[src/rtl/serial_tx_pkg.sv]
// Shared types and line levels for the serial_tx frame transmitter.
package serial_tx_pkg;

    typedef enum logic [2:0] {
        IDLE   = 3'd0,
        START  = 3'd1,
        DATA   = 3'd2,
        PARITY = 3'd3,
        STOP   = 3'd4
    } tx_state_t;

    localparam logic LINE_IDLE  = 1'b1;
    localparam logic LINE_START = 1'b0;
    localparam logic LINE_STOP  = 1'b1;

endpackage

[src/rtl/serial_tx_bit_timer.sv]
// Baud counter: tick is high on the last cycle of every CLKS_PER_BIT-cycle bit period.
module bit_timer #(
    parameter int CLKS_PER_BIT = 4
) (
    input  logic clk,
    input  logic rst,
    input  logic clear,
    output logic tick
);

    localparam int CNT_W = (CLKS_PER_BIT > 1) ? $clog2(CLKS_PER_BIT) : 1;
    localparam logic [CNT_W-1:0] LAST = CNT_W'(CLKS_PER_BIT - 1);

    logic [CNT_W-1:0] cnt_q, cnt_d;

    assign tick = (cnt_q == LAST);

    always_comb begin
        cnt_d = cnt_q + CNT_W'(1);
        if (clear || tick) begin
            cnt_d = '0;
        end
    end

    always_ff @(posedge clk) begin
        if (rst) begin
            cnt_q <= '0;
        end else begin
            cnt_q <= cnt_d;
        end
    end

endmodule

[src/rtl/serial_tx.sv]
// Serial frame transmitter: idle-high, start bit, DATA_W bits LSB-first, stop bit.
// Define SERIAL_TX_PARITY_EN to insert an even-parity bit before the stop bit.
module serial_tx #(
    parameter int DATA_W       = 8,
    parameter int CLKS_PER_BIT = 4
) (
    input  logic              clk,
    input  logic              rst,
    input  logic [DATA_W-1:0] in_data,
    input  logic              in_valid,
    output logic              in_ready,
    output logic              tx,
    output logic              busy,
    output logic              done
);

    import serial_tx_pkg::*;

    localparam int BIT_W = $clog2(DATA_W) + 1;
    localparam logic [BIT_W-1:0] LAST_BIT = BIT_W'(DATA_W - 1);

    tx_state_t         state_q, state_d;
    logic [DATA_W-1:0] shift_q, shift_d;
    logic [BIT_W-1:0]  bit_idx_q, bit_idx_d;
    logic              tx_q, tx_d;
`ifdef SERIAL_TX_PARITY_EN
    logic              par_q, par_d;
`endif
    logic              tick;
    logic              timer_clear;

    // Holding the timer clear through IDLE makes START last exactly CLKS_PER_BIT cycles.
    assign timer_clear = (state_q == IDLE);

    bit_timer #(
        .CLKS_PER_BIT(CLKS_PER_BIT)
    ) u_bit_timer (
        .clk   (clk),
        .rst   (rst),
        .clear (timer_clear),
        .tick  (tick)
    );

    always_comb begin
        state_d   = state_q;
        shift_d   = shift_q;
        bit_idx_d = bit_idx_q;
`ifdef SERIAL_TX_PARITY_EN
        par_d     = par_q;
`endif
        unique case (state_q)
            IDLE: begin
                if (in_valid) begin
                    shift_d   = in_data;
                    bit_idx_d = '0;
`ifdef SERIAL_TX_PARITY_EN
                    par_d     = ^in_data;
`endif
                    state_d   = START;
                end
            end
            START: begin
                if (tick) state_d = DATA;
            end
            DATA: begin
                if (tick) begin
                    shift_d   = shift_q >> 1;
                    bit_idx_d = bit_idx_q + BIT_W'(1);
                    if (bit_idx_q == LAST_BIT) begin
`ifdef SERIAL_TX_PARITY_EN
                        state_d = PARITY;
`else
                        state_d = STOP;
`endif
                    end
                end
            end
`ifdef SERIAL_TX_PARITY_EN
            PARITY: begin
                if (tick) state_d = STOP;
            end
`endif
            STOP: begin
                if (tick) state_d = IDLE;
            end
            default: state_d = IDLE;
        endcase
    end

    // Line level is decoded from the next state so tx leaves a flop aligned with the state.
    always_comb begin
        tx_d = LINE_IDLE;
        case (state_d)
            START:  tx_d = LINE_START;
            DATA:   tx_d = shift_d[0];
`ifdef SERIAL_TX_PARITY_EN
            PARITY: tx_d = par_d;
`endif
            STOP:   tx_d = LINE_STOP;
            default: tx_d = LINE_IDLE;
        endcase
    end

    always_ff @(posedge clk) begin
        if (rst) begin
            state_q   <= IDLE;
            shift_q   <= '0;
            bit_idx_q <= '0;
            tx_q      <= LINE_IDLE;
`ifdef SERIAL_TX_PARITY_EN
            par_q     <= 1'b0;
`endif
        end else begin
            state_q   <= state_d;
            shift_q   <= shift_d;
            bit_idx_q <= bit_idx_d;
            tx_q      <= tx_d;
`ifdef SERIAL_TX_PARITY_EN
            par_q     <= par_d;
`endif
        end
    end

    assign tx       = tx_q;
    assign in_ready = (state_q == IDLE);
    assign busy     = (state_q != IDLE);
    assign done     = (state_q == STOP) && tick;

endmodule
[config.mk]
export PLATFORM = sky130hd
export DESIGN_NAME = serial_tx
export DESIGN_NICKNAME = d
export VERILOG_FILES = /design/src/rtl/serial_tx_pkg.sv /design/src/rtl/serial_tx_bit_timer.sv /design/src/rtl/serial_tx.sv
export SDC_FILE = /design/constraint.sdc
export NUM_CORES = 1
export LEC_CHECK = 0
export ABC_AREA = 1
export CORE_UTILIZATION = 25
export DETAILED_ROUTE_END_ITERATION = 12
export GPL_TIMING_DRIVEN = 0
export PLACE_DENSITY = 0.44
export SETUP_SLACK_MARGIN = 0.05
export SYNTH_ARGS = -nofsm -noshare
export SYNTH_HDL_FRONTEND = slang
export SYNTH_SLANG_ARGS = --single-unit
[constraint.sdc]
create_clock -name clk -period 1.14 [get_ports clk]
set_input_delay 0.114 -clock clk [delete_from_list [all_inputs] [get_ports clk]]
set_output_delay 0.114 -clock clk [all_outputs]
set_load 0.03 [all_outputs]
==> results.cfg, run 1 <==
[placement]
dp.cells = 198
dpl.hpwl_um = 1730
preCtsSetupSlack_ns = -0.471
globalplace.congestion = 0.785
dpl_cell_area_um2 = 1240
port_buffers = 13

[setup_path]
endpoint_kind = primary output
slowest_delay_ns = 0.36
crit_arrival_ns = 1.18
worstPathRequired_ns = 1.03
worstSetupStartpointType = register
cp_max_fo = 3
crit_chain = buf_8, nor4_4, buf_4
cp_slowest_cell = dfxtp_4
worstSetupPathType = register to primary output

[power_and_ir_drop]
power_leakage_nw = 0.665
powerDensity_nw_per_um2 = 920
peakVddDrop_mv = 0.573
p_total_mw = 1.48

[route]
via_count = 1055
wire_per_inst_um = 12.6
drt_wl_total_um = 2790
viasPerCell = 4.77
drt_pass1_iterations = 4
drc = 0
drtAntennaViolNets = 0
drtIter0Drc = 40

[timing]
worst_slack_ns = -0.151
whs_ns = 0.234
hold_viol_final = 0
final.min_clock_period_ns = 1.29
post-route-period-util = 1.13
maxSlewHeadroom = 0.803
rsz0062_at_grt = yes
skew_ns = 0.00277
worst_pin_slew_ns = 0.295
tns_ns = -1.14
maxSlewViolCount = 0
fmax_mhz = 775
setup_violations = 17

[synthesis]
synth_most_common_cell = nand2_1
synth-edff-count = 0
syn_nets = 150
yosys_register_bits = 18
syn_avg_cell_area_um2 = 7.21
synth_area_um2 = 988
synth_ff_type = dfxtp_1
synthTopCellsByCount = 22 x nand2_1, 18 x dfxtp_1, 16 x inv_1, 16 x nand3_1, 14 x nand4_1
synthArstFlopShare = 0
ys_seq_area_frac = 0.365
yosys.area.top_type_share = 0.365
synth_cells = 137
yosys_warnings = 0
synth.distinct_cells = 23
synth_top_cell_by_area = dfxtp_1
synth.area.top_cells = dfxtp_1 36%, nand4_1 8.9%, nand2_1 8.4%

[cts]
cts.sinks = 18
cts_max_level = 1
clk_path_buf_depth = 2
cts_tree = built
clk_latency_ns = 0.25
cts.clk_slew.worst_paths_ns = 0.07
cts_root_buf = clkbuf_8
numCtsBuffers = 3

[final_layout]
fin_util = 0.434
stdcell_count = 221
final_nets = 188
finalInstanceArea_um2 = 1610
antenna_cells = 0
drive_above_1_share = 0.434
filler_cell_count = 384
syn2layout_area_growth_pct = 63.0

[grt]
use_met3 = 0.0440
gr-usage-all-layers = 0.143
grt_pass1_vias = 957
gr-total-overflow = 0
busiest_layer = met2
grt_start_max_net_pins = 11
grtUsageMet1 = 0.184
grt_pass1_wl_um = 4490
use_met2 = 0.230
antenna_found_initial = 0

[flow_run]
maxCapViolCount = 0

[status]
violations = negative setup slack
outcome = finished, violations left

[floorplan]
chipHeight_um = 64.9
initial_core_util = 0.266
core_area_um2 = 3720
rows = 22
dieArea_um2 = 4210
die_x_um = 64.9
io_pins = 15

[worst_hold_path]
worstHoldPathType = input port to register
-- what timing repair did --
| action | 4_1_cts | 5_1_grt |
|---|---|---|
| cloned | 3 | 0 |
| resized for setup | 56 | 18 |
| buffers inserted | 12 | 6 |
| hold buffers | 0 | 0 |
| endpoints found under the hold margin | 0 | 0 |
| pin swaps | 12 | 7 |
| setup endpoints to repair | 20 | 20 |
-- cell type report --
cell class                 instances  area (µm²)  area share
timing repair buffer              34         343       0.213
sequential                        18         377       0.234
inverter                          18        77.6      0.0481
clock buffer                       3        41.3      0.0256
buffer                             8        88.8      0.0551
tap                               48        60.1      0.0373
multi-input combinational         92         624       0.387
-- worst paths after layout --
| kind | startpoint | to | slack (ns) | cells past startpoint |
|---|---|---|---|---|
| max reg2reg | state_q[2] | tx | -0.11 | 8 |
| max | state_q[1] | done | -0.15 | 3 |
| min reg2reg | u_bit_timer.cnt_q[0] | u_bit_timer.cnt_q[0] | 0.43 | 1 |
| min | in_valid | shift_q[7] | 0.23 | 3 |
-- layer usage --
| metal | share of wire | vias to the layer above |
|---|---|---|
| met2 | 0.47 | 14 |
| met5 | 0 | - |
| li1 | - | 536 |
| met3 | 0.034 | 4 |
| met1 | 0.49 | 501 |
| met4 | 0.011 | 0 |
-- cell families after synthesis --
kind of cell	after synthesis	synth area share
flops	18	0.365
simple gates	74	0.387
fa+ha+maj	2	0.0253
compound gates	16	0.0835
buf+inv	27	0.139
-- where the power goes --
group	total (mW)	switching, mW	internal [mW]
logic	0.349	0.165	0.184
registers	0.675	0.0234	0.652
clock network	0.459	0.223	0.235
total	1.48	0.412	1.07
-- placed cells by master (no fill, tap or decap), types with 9 or more instances in the layout --
cell	n
nand3_1	11
nand2_1	18
clkdlybuf4s50_1	9
inv_1	11
dfxtp_1	11
buf_4	14
nor2_1	11
nand4_1	14
buf_6	11
-- registers in the layout, indices dropped and copies added (netlist names) --
signal,flops
shift_q,8
bit_idx_q,4
state_q,3
u_bit_timer.cnt_q,2
tx,1
-- critical path: cells and delay by family, from the launching register on --
kind                   cells  cell delay (ns)
buffers and inverters      2             0.32
and+or+nand+nor            1             0.24
DFF                        1             0.36
Note: power is estimated with default switching activity, not from simulation.
==> inputs of run 2 (changes only) <==
--- a/config.mk
+++ b/config.mk
@@ -6,6 +6,7 @@
 export NUM_CORES = 1
 export LEC_CHECK = 0
 export ABC_AREA = 1
+export CORE_ASPECT_RATIO = 1.1
 export CORE_UTILIZATION = 25
 export DETAILED_ROUTE_END_ITERATION = 12
 export GPL_TIMING_DRIVEN = 0
==> run 2 against run 1 <==
  * The flow still finishes with violations (negative setup slack)
  * Combinational power about the same
  * Sequential cell count unchanged
  * Global-route usage up 1.4 points
  * Critical path depth unchanged
  * Largest power group unchanged
==> results.cfg, run 2 (synthesis gave the netlist of run 1 again) <==
[setup_path]
r2r_cells = 8
critPathLaunch = state_q[2]
cp_max_fo = 4
rrSetupSlack_ns = -0.15
cp_slowest_cell = dfxtp_4
worst-path-stages = 3
crit_chain = inv_6, nor4_4, buf_4
critPathBufInv = 2
worstPathRequired_ns = 1.03
worstSetupStartpointType = register
crit_arrival_ns = 1.17
slowest_delay_ns = 0.42
path_delay_family = flip-flops
worstSetupPathType = register to primary output
r2r-start = state_q[2]
endpoint_kind = primary output

[power_and_ir_drop]
power_leakage_nw = 0.687
clkPwrFrac = 0.342
p_comb_frac = 0.224
p_seq_frac = 0.434
powerDensity_nw_per_um2 = 946
power.switching_uw = 418
p_int_mw = 1.15
switching_share = 0.267
peakVddDrop_mv = 0.399

[route]
drt_pass1_iterations = 4
via_count = 1024
drc = 0
drtIter0Drc = 31
drt_wl_total_um = 2810
viasPerCell = 4.57
wire_per_inst_um = 12.5
drtAntennaViolNets = 0

[timing]
worst_slack_ns = -0.148
final.min_clock_period_ns = 1.29
setup_violations = 18
tns_ns = -1.32
maxSlewViolCount = 0
worst_pin_slew_ns = 0.300
post-route-period-util = 1.13
hold_viol_final = 0
rsz0062_at_grt = yes
whs_ns = 0.240
maxSlewHeadroom = 0.801
skew_ns = 0.00624
fmax_mhz = 776

[floorplan]
chipHeight_um = 67.9
die_x_um = 62.0
io_pins = 15
rows = 23
initial_core_util = 0.266
dieArea_um2 = 4210
core_area_um2 = 3710

[worst_hold_path]
worstHoldPathType = input port to register
hold_start = in_valid
hold_depth = 3

[final_layout]
largest_reg_flops = 8
top_register = shift_q
drive_above_1_share = 0.443
final_cell_mix = 19 x nand2_1, 14 x nand4_1, 14 x buf_4
filler_cell_count = 364
syn2layout_area_growth_pct = 67.5
largest_registers = shift_q (8), bit_idx_q (4), state_q (3)
final_nets = 188
antenna_cells = 0
final_common_cell = nand2_1

[grt]
grt_pass1_wl_um = 4620
grt_pass1_vias = 1006
grt_start_max_net_pins = 11
antenna_found_initial = 0
gr-usage-all-layers = 0.157
gr-total-overflow = 0

[cts]
cts.clk_slew.worst_paths_ns = 0.07
clk_path_buf_depth = 2
clk_latency_ns = 0.26
numCtsBuffers = 3
cts_tree = built
cts_max_level = 1
hold_buffers = 0
cts.sinks = 18
cts_root_buf = clkbuf_8

[flow_run]
maxCapViolCount = 0

[placement]
preCtsSetupSlack_ns = -0.468
port_buffers = 13
dpl.hpwl_um = 1740
globalplace.congestion = 0.796

[status]
violations = negative setup slack
outcome = finished, violations left
==> run 2: layout make-up <==
type | count | area, µm² | area share
inverters | 18 | 77.6 | 0.0469
well taps | 50 | 62.6 | 0.0378
plain buffers | 8 | 92.6 | 0.0559
clock buffers | 4 | 55.1 | 0.0333
flip-flops and latches | 18 | 374 | 0.226
repair buffers | 34 | 343 | 0.207
multi-input cells | 92 | 651 | 0.393
==> run 2: worst paths after layout <==
| kind | endpoint |
|---|---|
| min reg2reg | u_bit_timer.cnt_q[0] |
| max reg2reg | tx |
| min | shift_q[7] |
| max | done |
==> run 2: repair_timing <==
item	4_1_cts	5_1_grt
setup buffers	14	7
setup endpoints to repair	20	20
pin swaps	17	13
gates resized for setup	56	22
gates cloned	2	0
==> run 2: per-layer routing <==
layer | up-vias | wire length (µm) | global-route usage | share of wire
li1 | 534 | - | - | -
met1 | 474 | 1320 | 0.195 | 0.47
met2 | 11 | 1350 | 0.254 | 0.48
met3 | 5 | 78 | 0.0284 | 0.028
met4 | 0 | 54 | 0.0806 | 0.019
met5 | - | 0 | 0 | 0
==> run 2: stage by stage <==
step           instance area [µm²]  std cells  power, mW   util
2_1_floorplan                 1050        137      0.853      -
3_3_place_gp                  1240        200      0.936  0.335
3_5_place_dp                  1240        200      0.937  0.335
4_1_cts                       1570        220       1.59  0.423
5_1_grt                       1660        224       1.65  0.446
6_report                      1660        224       1.57  0.446
==> run 2: power groups by stage <==
stage	registers, mW	clock network, mW	logic (mW)
4_1_cts	0.670	0.561	0.355
3_3_place_gp	0.685	0	0.252
5_1_grt	0.683	0.583	0.382
2_1_floorplan	0.689	0	0.164
6_report	0.680	0.536	0.351
3_5_place_dp	0.685	0	0.253
==> run 2: worst min-delay path, delay by kind of cell <==
family                 cells  cell delay, ns
buffers and inverters      1            0.17
AO/OA/AOI/OAI              1            0.05
AND/OR/NAND/NOR            1            0.12
==> inputs of run 3 (changes only) <==
--- a/config.mk
+++ b/config.mk
@@ -6,9 +6,10 @@
 export NUM_CORES = 1
 export LEC_CHECK = 0
 export ABC_AREA = 1
-export CORE_ASPECT_RATIO = 1.1
+export CORE_MARGIN = 1.5
 export CORE_UTILIZATION = 25
 export DETAILED_ROUTE_END_ITERATION = 12
+export GPL_ROUTABILITY_DRIVEN = 0
 export GPL_TIMING_DRIVEN = 0
 export PLACE_DENSITY = 0.44
 export SETUP_SLACK_MARGIN = 0.05
==> run 3 against run 2 <==
  * The flow still finishes with violations (negative setup slack)
  * Sequential cell count stayed put
  * Core utilization is 1.8 points lower
  * Non-clock buffer count down 1
  * Via count is 2.5% higher
  * Cell count is 1.8% lower
  * Sequential power is 1% lower
  * Clock-buffer cell count is 1 lower
  * Total power is 4.5% lower
  * Hold slack worse by 0.0038 ns
  * Critical path type unchanged
==> results.cfg, run 3 (synthesis gave the netlist of run 1 again) <==
[final_layout]
final_cell_mix = 17 x nand2_1, 14 x nand4_1, 13 x buf_6, 13 x dfxtp_1, 12 x buf_4
antenna_cells = 0
largest_registers = shift_q (8), bit_idx_q (4), state_q (3)
top_register = shift_q
drive_above_1_share = 0.407
fin_util = 0.428
filler_cell_count = 402
largest_reg_flops = 8
syn2layout_area_growth_pct = 61.0
final_nets = 187
final_common_cell = nand2_1

[setup_path]
critPathBufInv = 2
crit_arrival_ns = 1.19
crit_chain = buf_6, nor4_4, buf_4
slowest_delay_ns = 0.34
worstSetupPathType = register to primary output
path_delay_family = flip-flops
worstPathRequired_ns = 1.03
reg2reg_to = tx
cp_slowest_cell = dfxtp_2
worstSetupStartpointType = register
cp_max_fo = 10
r2r-start = state_q[0]
r2r_cells = 9
endpoint_kind = primary output
rrSetupSlack_ns = -0.15

[power_and_ir_drop]
p_total_mw = 1.49
power_leakage_nw = 0.658
peakVddDrop_mv = 0.483
powerDensity_nw_per_um2 = 939

[cts]
cts.clk_slew.worst_paths_ns = 0.07
clk_latency_ns = 0.26
cts_tree = built
cts_root_buf = clkbuf_8
clk_path_buf_depth = 2
cts.sinks = 18
numCtsBuffers = 3
cts_max_level = 1

[worst_hold_path]
hold_depth = 3
worstHoldPathType = input port to register
min_to = shift_q[7]
hold_start = in_valid

[timing]
tns_ns = -1.79
post-route-period-util = 1.14
maxSlewViolCount = 0
whs_ns = 0.236
final.min_clock_period_ns = 1.30
fmax_mhz = 769
hold_viol_final = 0
skew_ns = 0.00272
rsz0062_at_grt = yes
maxSlewHeadroom = 0.603
worst_slack_ns = -0.161
setup_violations = 19
worst_pin_slew_ns = 0.596

[route]
wire_per_inst_um = 12.5
drt_wl_total_um = 2740
drt_pass1_iterations = 4
drtAntennaViolNets = 0
drc = 0
viasPerCell = 4.77
drtIter0Drc = 45
via_count = 1050

[placement]
port_buffers = 13
preCtsSetupSlack_ns = -0.468
dpl.hpwl_um = 1710

[grt]
grt_pass1_vias = 963
grt_start_max_net_pins = 11
gr-usage-all-layers = 0.138
grt_pass1_wl_um = 4470
gr-total-overflow = 0
antenna_found_initial = 0

[floorplan]
dieArea_um2 = 4340
chipHeight_um = 65.9
rows = 22
io_pins = 15
initial_core_util = 0.266
core_area_um2 = 3720
die_x_um = 65.9

[status]
outcome = finished, violations left
violations = negative setup slack

[flow_run]
maxCapViolCount = 0
-- run 3: layer usage --
metal | GRT usage | routed length (µm) | up-vias
li1 | - | - | 527
met1 | 0.182 | 1290 | 506
met2 | 0.220 | 1340 | 13
met3 | 0.0409 | 89 | 4
met4 | 0.0313 | 21 | 0
met5 | 0 | 0 | -
-- run 3: worst register-to-register path, cell delays in order (launching register included) --
cell and delay (ns):
dfxtp_2 0.32, buf_6 0.13, nor2_8 0.10, buf_6 0.13, nand3_4 0.13, buf_8 0.17
nand2_4 0.05, inv_2 0.04, nand2_1 0.05, nand3_1 0.06
-- run 3: worst max-delay path by stage --
stage / from / to / slack [ns] / cells past startpoint
finish: state_q[1] / done / -0.16 / 3
global route: state_q[0] / tx / -0.23 / 9
CTS: state_q[0] / tx / -0.18 / 9
detailed placement: u_bit_timer.cnt_q[0] / done / -0.47 / 4
global placement: u_bit_timer.cnt_q[0] / done / -0.46 / 4
floorplan: state_q[0] / tx / 0.01 / 8
-- run 3: where the power goes --
group          internal (mW)  switching (mW)
combinational          0.195           0.175
sequential             0.655          0.0149
clock                  0.235           0.219
total                   1.09           0.409
-- run 3: metrics by stage --
step                      area (µm²)  std cells
after global placement          1240        198
after floorplan                 1050        137
after CTS                       1520        217
final                           1590        220
after detailed placement        1240        198
after global routing            1590        220
-- run 3: layout make-up --
type / count / area (µm²) / area share
multi-input cells: 92 / 621 / 0.390
inverters: 18 / 77.6 / 0.0487
clock buffers: 3 / 41.3 / 0.0259
plain buffers: 9 / 95.1 / 0.0597
repair buffers: 32 / 328 / 0.206
well taps: 48 / 60.1 / 0.0377
flip-flops and latches: 18 / 369 / 0.232
-- run 3: repair_timing --
action,4_1_cts,5_1_grt
setup buffers,13,3
gates cloned,3,0
hold buffers,0,0
resized for setup,50,18
endpoints found under the setup margin,20,20
pin swaps,10,12
